<file path="config.mk">
export PLATFORM = sky130hd
export DESIGN_NAME = inst_fetch
export DESIGN_NICKNAME = d
export VERILOG_FILES = /design/src/rtl/inst_fetch.sv
export SDC_FILE = /design/constraint.sdc
export NUM_CORES = 1
export LEC_CHECK = 0
export BUFFER_PORTS_ARGS = -buffer_cell sky130_fd_sc_hd__clkbuf_2
export CAP_MARGIN = 20
export CORE_MARGIN = 10
export CORE_UTILIZATION = 40
export DETAILED_ROUTE_END_ITERATION = 16
export SYNTH_ARGS = -nofsm -noshare
export SYNTH_HDL_FRONTEND = slang
export SYNTH_SLANG_ARGS = --single-unit
</file>
<file path="constraint.sdc">
create_clock -name clk_in -period 15.1 [get_ports clk_in]
set_input_delay 3.02 -clock clk_in [delete_from_list [all_inputs] [get_ports clk_in]]
set_output_delay 3.02 -clock clk_in [all_outputs]
set_load 0.01 [all_outputs]
</file>
<file path="src/rtl/inst_fetch.sv">
// -----------------------------------------------------------------------------
// inst_fetch
//
// Instruction fetch unit: issues single-outstanding fetch requests to the
// memory/icache, buffers returned words together with their PCs in a circular
// queue, and presents the queue head to the decoder. A flush from branch/jump
// resolution empties the queue, redirects the fetch PC and discards any
// response that belongs to a request issued before the flush.
//
// Optional build macro:
//   IF_PREDECODE_JAL_EN - when defined, a pushed word whose opcode is 7'h6f
//                         (JAL) redirects the next fetch to its jump target
//                         instead of fetch_pc+4. Undefined: purely
//                         sequential fetch, no opcode inspection.
//
// Parameters:
//   QUEUE_DEPTH_LOG - queue depth is 2**QUEUE_DEPTH_LOG entries
//   RESET_PC        - first fetch address after reset
//
// Ports:
//   clk_in    in   clock, rising edge
//   rst_in    in   synchronous active-high reset (priority over all)
//   rdy_in    in   global enable; low freezes every register
//   ic_req    out  one-cycle fetch request pulse
//   ic_addr   out  fetch address (zero when ic_req is low)
//   ic_valid  in   response strobe for the outstanding request
//   ic_data   in   returned instruction word
//   if_valid  out  queue head holds an instruction
//   if_inst   out  instruction at queue head
//   if_pc     out  PC of instruction at queue head
//   de_ready  in   decoder accepts the head this cycle
//   flush_in  in   redirect request
//   flush_pc  in   redirect target
// -----------------------------------------------------------------------------
module inst_fetch #(
    parameter int          QUEUE_DEPTH_LOG = 3,
    parameter logic [31:0] RESET_PC        = 32'h0
) (
    input  logic        clk_in,
    input  logic        rst_in,
    input  logic        rdy_in,
    output logic        ic_req,
    output logic [31:0] ic_addr,
    input  logic        ic_valid,
    input  logic [31:0] ic_data,
    output logic        if_valid,
    output logic [31:0] if_inst,
    output logic [31:0] if_pc,
    input  logic        de_ready,
    input  logic        flush_in,
    input  logic [31:0] flush_pc
);

    localparam int DEPTH = 1 << QUEUE_DEPTH_LOG;
    localparam int PTR_W = QUEUE_DEPTH_LOG;
    localparam int CNT_W = QUEUE_DEPTH_LOG + 1;
    localparam logic [CNT_W-1:0] FULL_CNT = CNT_W'(DEPTH);

    typedef enum logic [1:0] {
        IDLE = 2'd0,
        WAIT = 2'd1,
        DROP = 2'd2
    } state_t;

    state_t             state_q, state_d;
    logic [PTR_W-1:0]   head_q, tail_q;
    logic [CNT_W-1:0]   count_q;
    logic [31:0]        fetch_pc_q;
    logic [31:0]        pc_mem_q   [DEPTH];
    logic [31:0]        inst_mem_q [DEPTH];

    logic               push;
    logic               pop;
    logic [31:0]        next_pc;

    // ---------------------------------------------------------------- next PC
`ifdef IF_PREDECODE_JAL_EN
    logic [31:0] jal_imm;
    assign jal_imm = {{11{ic_data[31]}}, ic_data[31], ic_data[19:12],
                      ic_data[20], ic_data[30:21], 1'b0};
    assign next_pc = (ic_data[6:0] == 7'h6f) ? fetch_pc_q + jal_imm
                                              : fetch_pc_q + 32'd4;
`else
    assign next_pc = fetch_pc_q + 32'd4;
`endif

    // ---------------------------------------------------------- fetch FSM
    always_comb begin
        state_d = state_q;
        ic_req  = 1'b0;
        push    = 1'b0;
        if (!rst_in && rdy_in) begin
            if (flush_in) begin
                // A response still in flight belongs to the old path; park in
                // DROP until it arrives. If it arrives in this very cycle it
                // is consumed here, so there is nothing left to wait for.
                case (state_q)
                    WAIT:    state_d = ic_valid ? IDLE : DROP;
                    DROP:    state_d = ic_valid ? IDLE : DROP;
                    default: state_d = IDLE;
                endcase
            end else begin
                case (state_q)
                    IDLE: begin
                        // Issuing only with a free slot guarantees the
                        // eventual push cannot overflow the queue.
                        if (count_q != FULL_CNT) begin
                            ic_req  = 1'b1;
                            state_d = WAIT;
                        end
                    end
                    WAIT: begin
                        if (ic_valid) begin
                            push    = 1'b1;
                            state_d = IDLE;
                        end
                    end
                    DROP: begin
                        if (ic_valid) begin
                            state_d = IDLE;
                        end
                    end
                    default: state_d = IDLE;
                endcase
            end
        end
    end

    assign ic_addr  = ic_req ? fetch_pc_q : 32'h0;
    assign if_valid = (count_q != '0);
    assign if_inst  = inst_mem_q[head_q];
    assign if_pc    = pc_mem_q[head_q];
    assign pop      = if_valid && de_ready && rdy_in && !flush_in;

    // --------------------------------------------------------- state update
    always_ff @(posedge clk_in) begin
        if (rst_in) begin
            state_q    <= IDLE;
            head_q     <= '0;
            tail_q     <= '0;
            count_q    <= '0;
            fetch_pc_q <= RESET_PC;
            for (int i = 0; i < DEPTH; i++) begin
                pc_mem_q[i]   <= '0;
                inst_mem_q[i] <= '0;
            end
        end else if (rdy_in) begin
            state_q <= state_d;
            if (flush_in) begin
                count_q    <= '0;
                tail_q     <= head_q;
                fetch_pc_q <= flush_pc;
            end else begin
                if (push) begin
                    pc_mem_q[tail_q]   <= fetch_pc_q;
                    inst_mem_q[tail_q] <= ic_data;
                    tail_q             <= tail_q + 1'b1;
                    fetch_pc_q         <= next_pc;
                end
                if (pop) begin
                    head_q <= head_q + 1'b1;
                end
                if (push && !pop) begin
                    count_q <= count_q + 1'b1;
                end else if (pop && !push) begin
                    count_q <= count_q - 1'b1;
                end
            end
        end
    end

endmodule

</file>
# Yosys cells after proc, flatten, opt, wreduce, memory -nomap -nowiden
# Memory sizes are Yosys's and may differ from the RTL's. A register that Yosys moved wholly into a read port is not among the register bits.
# Cells that the tools add are included.
# Widths: inputs -> output; s select.
[totals] regBits=44 mem_bits_rw=512 inputBits=70 output_inout_bits=98 memories=2
[op_classes] add_sub_neg=5 n_eq_ne=5 n_mux=39 bitwise_logic=1 n_reduce_logical=21
[mem_list] name="inst_mem_q" depth=8 word_bits=32 read_ports=1 rd_ports_with_merged_regs=1 write_ports=8 line="70" source="logic [31:0] inst_mem_q [DEPTH];"
[mem_list] name="pc_mem_q" depth=8 word_bits=32 read_ports=1 rd_ports_with_merged_regs=1 write_ports=8 line="69" source="logic [31:0] pc_mem_q [DEPTH];"
[op_table] op="$mux 32" count=5
[op_table] op="$reduce_or 32->1" count=2
[op_table] op="$add 32x3->32 const B" count=1
[op_table] op="$mux 3" count=8
[op_table] op="$mux 1" count=17
[op_table] op="$mux 4" count=3
[op_table] op="$mux 2" count=5
[op_table] op="$add 3x1->3 const B" count=2
[op_table] op="$logic_and 1x1->1" count=6
[op_table] op="$add 4x1->4 const B" count=1
[op_table] op="$logic_not 1->1" count=4
[op_table] op="$ne 4x4->1 const B" count=1
[op_table] op="$pmux 2 s2" count=1
[op_table] op="$reduce_and 2->1" count=2
[op_table] op="$reduce_and 4->1" count=1
[op_table] op="$reduce_bool 4->1" count=1
[op_table] op="$sub 4x1->4 const B" count=1
[op_table] op="$ne 3x1->1 const B" count=1
[op_table] op="$ne 3x3->1 const B" count=1
[op_table] op="$reduce_and 3->1" count=1
[op_table] op="$reduce_bool 3->1" count=1
[op_table] op="$eq 2x1->1 const B" count=1
[op_table] op="$eq 2x2->1 const B" count=1
[op_table] op="$logic_not 2->1" count=1
[op_table] op="other kinds (3)" count=3

# Depth between registers and ports, before layout
# Gate-level depths: netlist of the first run.
[logic_depth] word_depth=11 ltp_mapped=9 mapped_depth_nobuf=9

# Least setup slack after synthesis of the first run
# Ideal clock, no wire load.
[synth_timing] path_type="input to register" start="in flush_in" end="mem inst_mem_q[7][0], enable pin" t_arrival_ps=8026 required_ps=14526 setup_slack_ps=6500 stages=4 cell_sequence="nor2_4 > nand3_1 > buf_2 > o21ai_0"
[synth_rtl] item="start: declaration" line="50" source="input logic flush_in,"
[synth_rtl] item="end: declaration" line="70"

# Worst setup path after layout of the first run
[layout_timing] start="in flush_in" end="out ic_addr[15]"
[layout_between] elab_chain_len=3
[layout_lines] item="$mux 1" line="93" source="if (flush_in) begin"
[layout_lines] item="$mux 1" line="92" source="if (!rst_in && rdy_in) begin"
[layout_lines] item="$mux 32" line="129" source="assign ic_addr = ic_req ? fetch_pc_q : 32'h0;"
[layout_lines] item="end: declaration" line="43" source="output logic [31:0] ic_addr,"
# Every way passes these cells.

==> run_results.csv, run 1 <==
group,metric,value,unit
pwr,peakVddDrop,82.17,µV
timing,setup_ws,7453,ps
timing,drv_slew,0,
timing,slew_headroom,0.2569,
worst_setup_path,critPathRequiredTime,12080,ps
finish,design_area,29560,µm²
timing,finalCritPeriodShare,0.5064,
timing,setup_violations,0,
clocking,clk_pin_slew,60,ps
timing,max_freq,130.8,MHz
timing,finalHoldViolCount,0,
global_route,gr-usage-met1,0.2432,
clocking,cts.sinks,559,
worst_setup_path,critPathLaunchType,"input port",
global_route,grt_max_degree,118,
finish,antenna_cells,0,
finish,register_area,16330,µm²
finish,nFillCells,5734,
floorplan,die-width,275.6,µm
pwr,p_leak,10.62,nW
clocking,cts_hold_buf,0,
finish,multi_input_area,9169,µm²
global_route,grt_pass1_wl,103.7,mm
outcome,outcome,"finished, final reports clean",
route,firstDrtPassIters,5,
clocking,cts_buffer_depth,3,
clocking,htree_levels,2,
timing,whs,464.0,ps
yosys,syn_avg_cell_area,14.70,µm²
yosys,ys_warn_count,0,
clocking,cts_made_buffers,60,
finish,area_growth,13.09,%
route,wl_per_cell,24.50,µm
timing,rsz0062_at_grt,"false",
worst_setup_path,cp-end-kind,"primary output",
placement,place_area,27700,µm²
yosys,synth_ff_type,"edfxtp_1",
hold_path,hold_class,"reg -> reg",
yosys,yosysMostFrequentCell,"and2_1",
yosys,syn_inst,1778,
yosys,yosysSeqAreaShare,0.6242,
worst_setup_path,critical_path_class,"in -> out",
pwr,powerDensity,111.9,nW/µm²
yosys,async_flop_share,0,
placement,dp_cells,2670,
finish,final_util,0.4577,
route,ant_nets,0,
finish,nets,1956,
clocking,worstSkewPairLatency,620,ps
placement,dp_slack,7444,ps
floorplan,boundaryPins,168,
floorplan,core_area,64580,µm²
yosys,netlist_area,26140,µm²
global_route,grt.met3_usage,0.03332,
placement,io_buffers,167,
floorplan,dieArea,75970,µm²
placement,dp_hpwl,37.33,mm
worst_setup_path,arrival,4630,ps
global_route,grt_util_all_layers,0.1801,
route,num_vias,15240,
yosys,synth_top_area_frac,0.5882,
yosys,synth_enable_flop_cells,512,
yosys,synthesis.nets,1856,
global_route,grt_pass1_vias,16343,
global_route,grt-ovfl-total,0,
route,drc_errors,0,
route,wirelength,68.01,mm
global_route,antenna_found_initial,1,
clocking,cts_tree,"done",
floorplan,die_h,275.6,µm
global_route,grt.met2_usage,0.2960,
finish,final_layout_size_suffix_gt1_frac,0.2660,
route,first_iter_violations,1208,
yosys,yosys-top-cells-count,"535 x and2_1, 512 x edfxtp_1, 128 x mux4_2",
timing,worst_pin_slew,1115,ps
floorplan,start_util,0.4047,
timing,period_needed,7647,ps
yosys,ys_top_cells_by_area,"edfxtp_1 59%, and2_1 13%, mux4_2 11%",
run,max_cap_viol_count,0,
route,avgViaCountPerCell,5.490,
placement,place.gp.congestion,0.8269,
floorplan,rows,93,
yosys,ys_seq_elements,559,
clocking,ctsResizeCount,0,
global_route,top_usage_layer,"met2",
yosys,synthDistinctLibCells,81,
yosys,yosys.area.top_type,"edfxtp_1",
clocking,cts_root_buf,"clkbuf_16",
worst_setup_path,crit_path_max_fanout,60,
timing,finalSetupTns,0,ps
timing,clock_skew,15.52,ps
finish,stdcell_count,2776,
clocking,cts_setup_buffers,0,
pwr,power,3.309,mW
-- final cells by class --
cell class | count | share of cell area
clock inverters | 31 | 0.008720
inverters | 12 | 0.001693
well taps | 855 | 0.03619
clock buffers | 74 | 0.05329
multi-input cells | 1051 | 0.3102
flip-flops and latches | 559 | 0.5523
repair buffers | 194 | 0.03759
-- where the power goes --
part	switching (mW)	internal, mW	leakage, nW	total, mW
Combinational	0.0909	0.0515	4.04	0.142
Clock	0.595	0.802	0.897	1.40
Sequential	0.0340	1.74	5.67	1.77
-- path summary, 6_finish.rpt --
path / from / end / slack, ps / cells after the start
worst min-delay path: state_q[1]$_SDFFE_PP0P_ / state_q[1]$_SDFFE_PP0P_ / 460 / 2
worst max-delay path: flush_in / ic_addr[15] / 7450 / 7
worst min register to register: state_q[1]$_SDFFE_PP0P_ / state_q[1]$_SDFFE_PP0P_ / 460 / 2
worst max register to register: state_q[1]$_SDFFE_PP0P_ / inst_mem_q[5][9]$_SDFFCE_PN0P_ / 11150 / 8
-- cell usage in the layout, fill, tap and decap left out, types with 8 or more instances in the layout --
| cell type | instances |
|---|---|
| a21oi_1 | 26 |
| and2_1 | 535 |
| and3_1 | 9 |
| buf_4 | 23 |
| clkbuf_1 | 13 |
| clkbuf_16 | 61 |
| clkbuf_2 | 167 |
| clkinv_1 | 12 |
| clkinv_2 | 11 |
| dfxtp_1 | 44 |
| edfxtp_1 | 512 |
| inv_1 | 10 |
| mux2_2 | 65 |
| mux4_2 | 128 |
| nand2_1 | 30 |
| nand3_1 | 22 |
| nand4_1 | 20 |
| nor2_1 | 24 |
| nor3_1 | 14 |
| nor4_1 | 17 |
| o211ai_1 | 8 |
| o21ai_0 | 16 |
-- kinds of logic after synthesis --
| group | Yosys count | share of synthesized area |
|---|---|---|
| DFF | 559 | 0.6242 |
| muxes | 198 | 0.1402 |
| buffers and inverters | 168 | 0.02762 |
| AOI/OAI and AO/OA | 110 | 0.02968 |
| and+or+nand+nor | 732 | 0.1731 |
| adders and majority gates | 8 | 0.004117 |
| xor gates and xnor gates | 3 | 0.001005 |
-- worst max-delay path, stage by stage --
cell and delay, ps:
clkbuf_2 80, buf_4 300, nor2_4 310, o2111a_1 220, buf_4 330, and2_1 200, clkbuf_2 140
-- state kept, by name (all words and copies together) (netlist names), named ones only --
| register | cells |
|---|---|
| head_q | 3 |
| pc_mem_q | 256 |
| tail_q | 3 |
| count_q | 4 |
| state_q | 2 |
| fetch_pc_q | 32 |
| inst_mem_q | 256 |
-- layer usage --
metal  wire length, µm  up-vias
li1                  -     6809
met1             29460     7843
met2             32960      492
met3              4179       96
met4              1414        0
met5                 0        -
No activity file was read; power rests on OpenSTA's default activity.
==> run 2, diff against run 1 <==
Clock period 15.1 ns to 7.51 ns, I/O delays scaled along.
==> run_results.csv, run 2 (synthesized netlist as in run 1, its figures left out) <==
group,metric,value,unit
finish,final_util,0.4584,
floorplan,die-width,275.6,µm
clocking,clk_pin_slew,60,ps
global_route,grt_max_degree,92,
pwr,p_sw,1.456,mW
worst_setup_path,slowest_delay,890,ps
hold_path,hold_class,"reg -> reg",
timing,finalHoldViolCount,0,
global_route,grt_pass1_wl,102.1,mm
clocking,cts_buffer_depth,3,
timing,drv_slew,0,
placement,dp_slack,2559,ps
worst_setup_path,crit_buf_inv,2,
worst_setup_path,crit_path_top_delay_cell,"dfxtp_4",
placement,place.gp.congestion,0.8489,
route,wirelength,67.20,mm
outcome,outcome,"finished, final reports clean",
finish,layout_common_cells,"535 x and2_1, 512 x edfxtp_1, 167 x clkbuf_2, 128 x mux4_2, 65 x mux2_2",
worst_setup_path,r2r_slack,3900,ps
finish,area_growth,13.26,%
finish,layout_commonest_cell,"and2_1",
pwr,seq_power_share,0.533,
worst_setup_path,reg2regPathDepth,5,
clocking,cts_root_buf,"clkbuf_16",
pwr,clkPwrFrac,0.425,
pwr,peakVddDrop,156.0,µV
timing,max_freq,204.8,MHz
worst_setup_path,critPathLaunchType,"flip-flop",
finish,final_layout_size_suffix_gt1_frac,0.2681,
run,max_cap_viol_count,0,
route,avgViaCountPerCell,5.447,
pwr,powerDensity,225.7,nW/µm²
timing,finalSetupTns,0,ps
route,num_vias,15149,
pwr,switching_share,0.2180,
finish,top_regs,"inst_mem_q (256), pc_mem_q (256), fetch_pc_q (32)",
pwr,p_leak,10.63,nW
route,first_iter_violations,1420,
route,drc_errors,0,
global_route,grt-ovfl-total,0,
hold_path,worstHoldEndpoint,"state_q[1]$_SDFFE_PP0P_",
clocking,cts_tree,"done",
worst_setup_path,timing.rr.start,"tail_q[1]$_SDFFE_PP0P_",
clocking,htree_levels,2,
placement,io_buffers,167,
worst_setup_path,reg2reg_to,"inst_mem_q[3][4]$_SDFFCE_PN0P_",
timing,setup_ws,2627,ps
worst_setup_path,arrival,3380,ps
floorplan,core_area,64580,µm²
route,wl_per_cell,24.16,µm
finish,nets,1956,
hold_path,whs_path_depth,2,
timing,finalCritPeriodShare,0.6501,
floorplan,die_h,275.6,µm
timing,period_needed,4883,ps
clocking,cts_made_buffers,59,
floorplan,boundaryPins,168,
global_route,grt_util_all_layers,0.1772,
floorplan,start_util,0.4047,
pwr,power,6.680,mW
finish,nFillCells,5651,
route,firstDrtPassIters,6,
floorplan,dieArea,75970,µm²
clocking,cts.sinks,559,
worst_setup_path,cp-end-kind,"primary output",
clocking,ctsResizeCount,0,
placement,dp_cells,2671,
timing,whs,475.3,ps
placement,place_area,27710,µm²
global_route,grt_pass1_vias,16103,
timing,setup_violations,0,
clocking,cts_setup_buffers,0,
finish,design_area,29600,µm²
worst_setup_path,crit_family,"multiplexers",
pwr,p_int,5.224,mW
route,ant_nets,0,
worst_setup_path,critPathRequiredTime,6010,ps
worst_setup_path,worstPathCellList,"buf_12, mux4_2, mux2_2, clkbuf_2",
floorplan,rows,93,
timing,clock_skew,29.04,ps
worst_setup_path,crit_path_max_fanout,91,
hold_path,hold_path_startpoint,"state_q[1]$_SDFFE_PP0P_",
finish,stdcell_count,2781,
timing,slew_headroom,0.2648,
worst_setup_path,critical_path_class,"reg -> out",
placement,dp_hpwl,38.22,mm
clocking,worstSkewPairLatency,620,ps
pwr,p_comb_frac,0.042,
clocking,cts_hold_buf,0,
timing,rsz0062_at_grt,"false",
timing,worst_pin_slew,1103,ps
global_route,antenna_found_initial,2,
[run 2: final cells by class]
class | instances | area [µm²] | share of cell area
antenna | 1 | 2.502 | 0.00008453
clock buffer | 73 | 1550 | 0.05237
clock inverter | 35 | 316.6 | 0.01069
inverter | 12 | 50.05 | 0.001691
multi-input combinational | 1051 | 9169 | 0.3097
sequential | 559 | 16330 | 0.5515
tap | 855 | 1070 | 0.03614
timing repair buffer | 195 | 1119 | 0.03779
[run 2: power by group through the flow]
stage          Clock (mW)  Sequential, mW  Combinational (mW)
6_report             2.84            3.56               0.284
5_1_grt              3.02            3.57               0.309
4_1_cts              2.89            3.56               0.288
3_5_place_dp            0            3.63               0.287
3_3_place_gp            0            3.62               0.282
2_1_floorplan           0            3.58               0.173
[run 2: worst max path at each step]
stage               startpoint                               to  slack [ps]  cells after the start
floorplan             flush_in   inst_mem_q[7][0]$_SDFFCE_PN0P_         430                      4
global placement        rdy_in  inst_mem_q[4][19]$_SDFFCE_PN0P_        2610                      6
detailed placement      rst_in  inst_mem_q[4][10]$_SDFFCE_PN0P_        2560                      6
CTS                  flip-flop                        if_pc[21]        2520                      4
global route         flip-flop                        if_pc[21]        2340                      4
finish               flip-flop                         if_pc[5]        2630                      4
[run 2: routing by layer]
metal  vias to the layer above  track usage  wire (µm)
met2                       517       0.2890      32210
met4                         0      0.03149        951
met1                      7738       0.2452      29820
li1                       6824            -          -
met5                         -            0          0
met3                        70      0.03531       4210
[run 2: tightest hold or removal path: cells and delay by family (launching register included)]
family          cells  cell delay, ps
simple gates        1              60
compound gates      1              60
flops               1             310
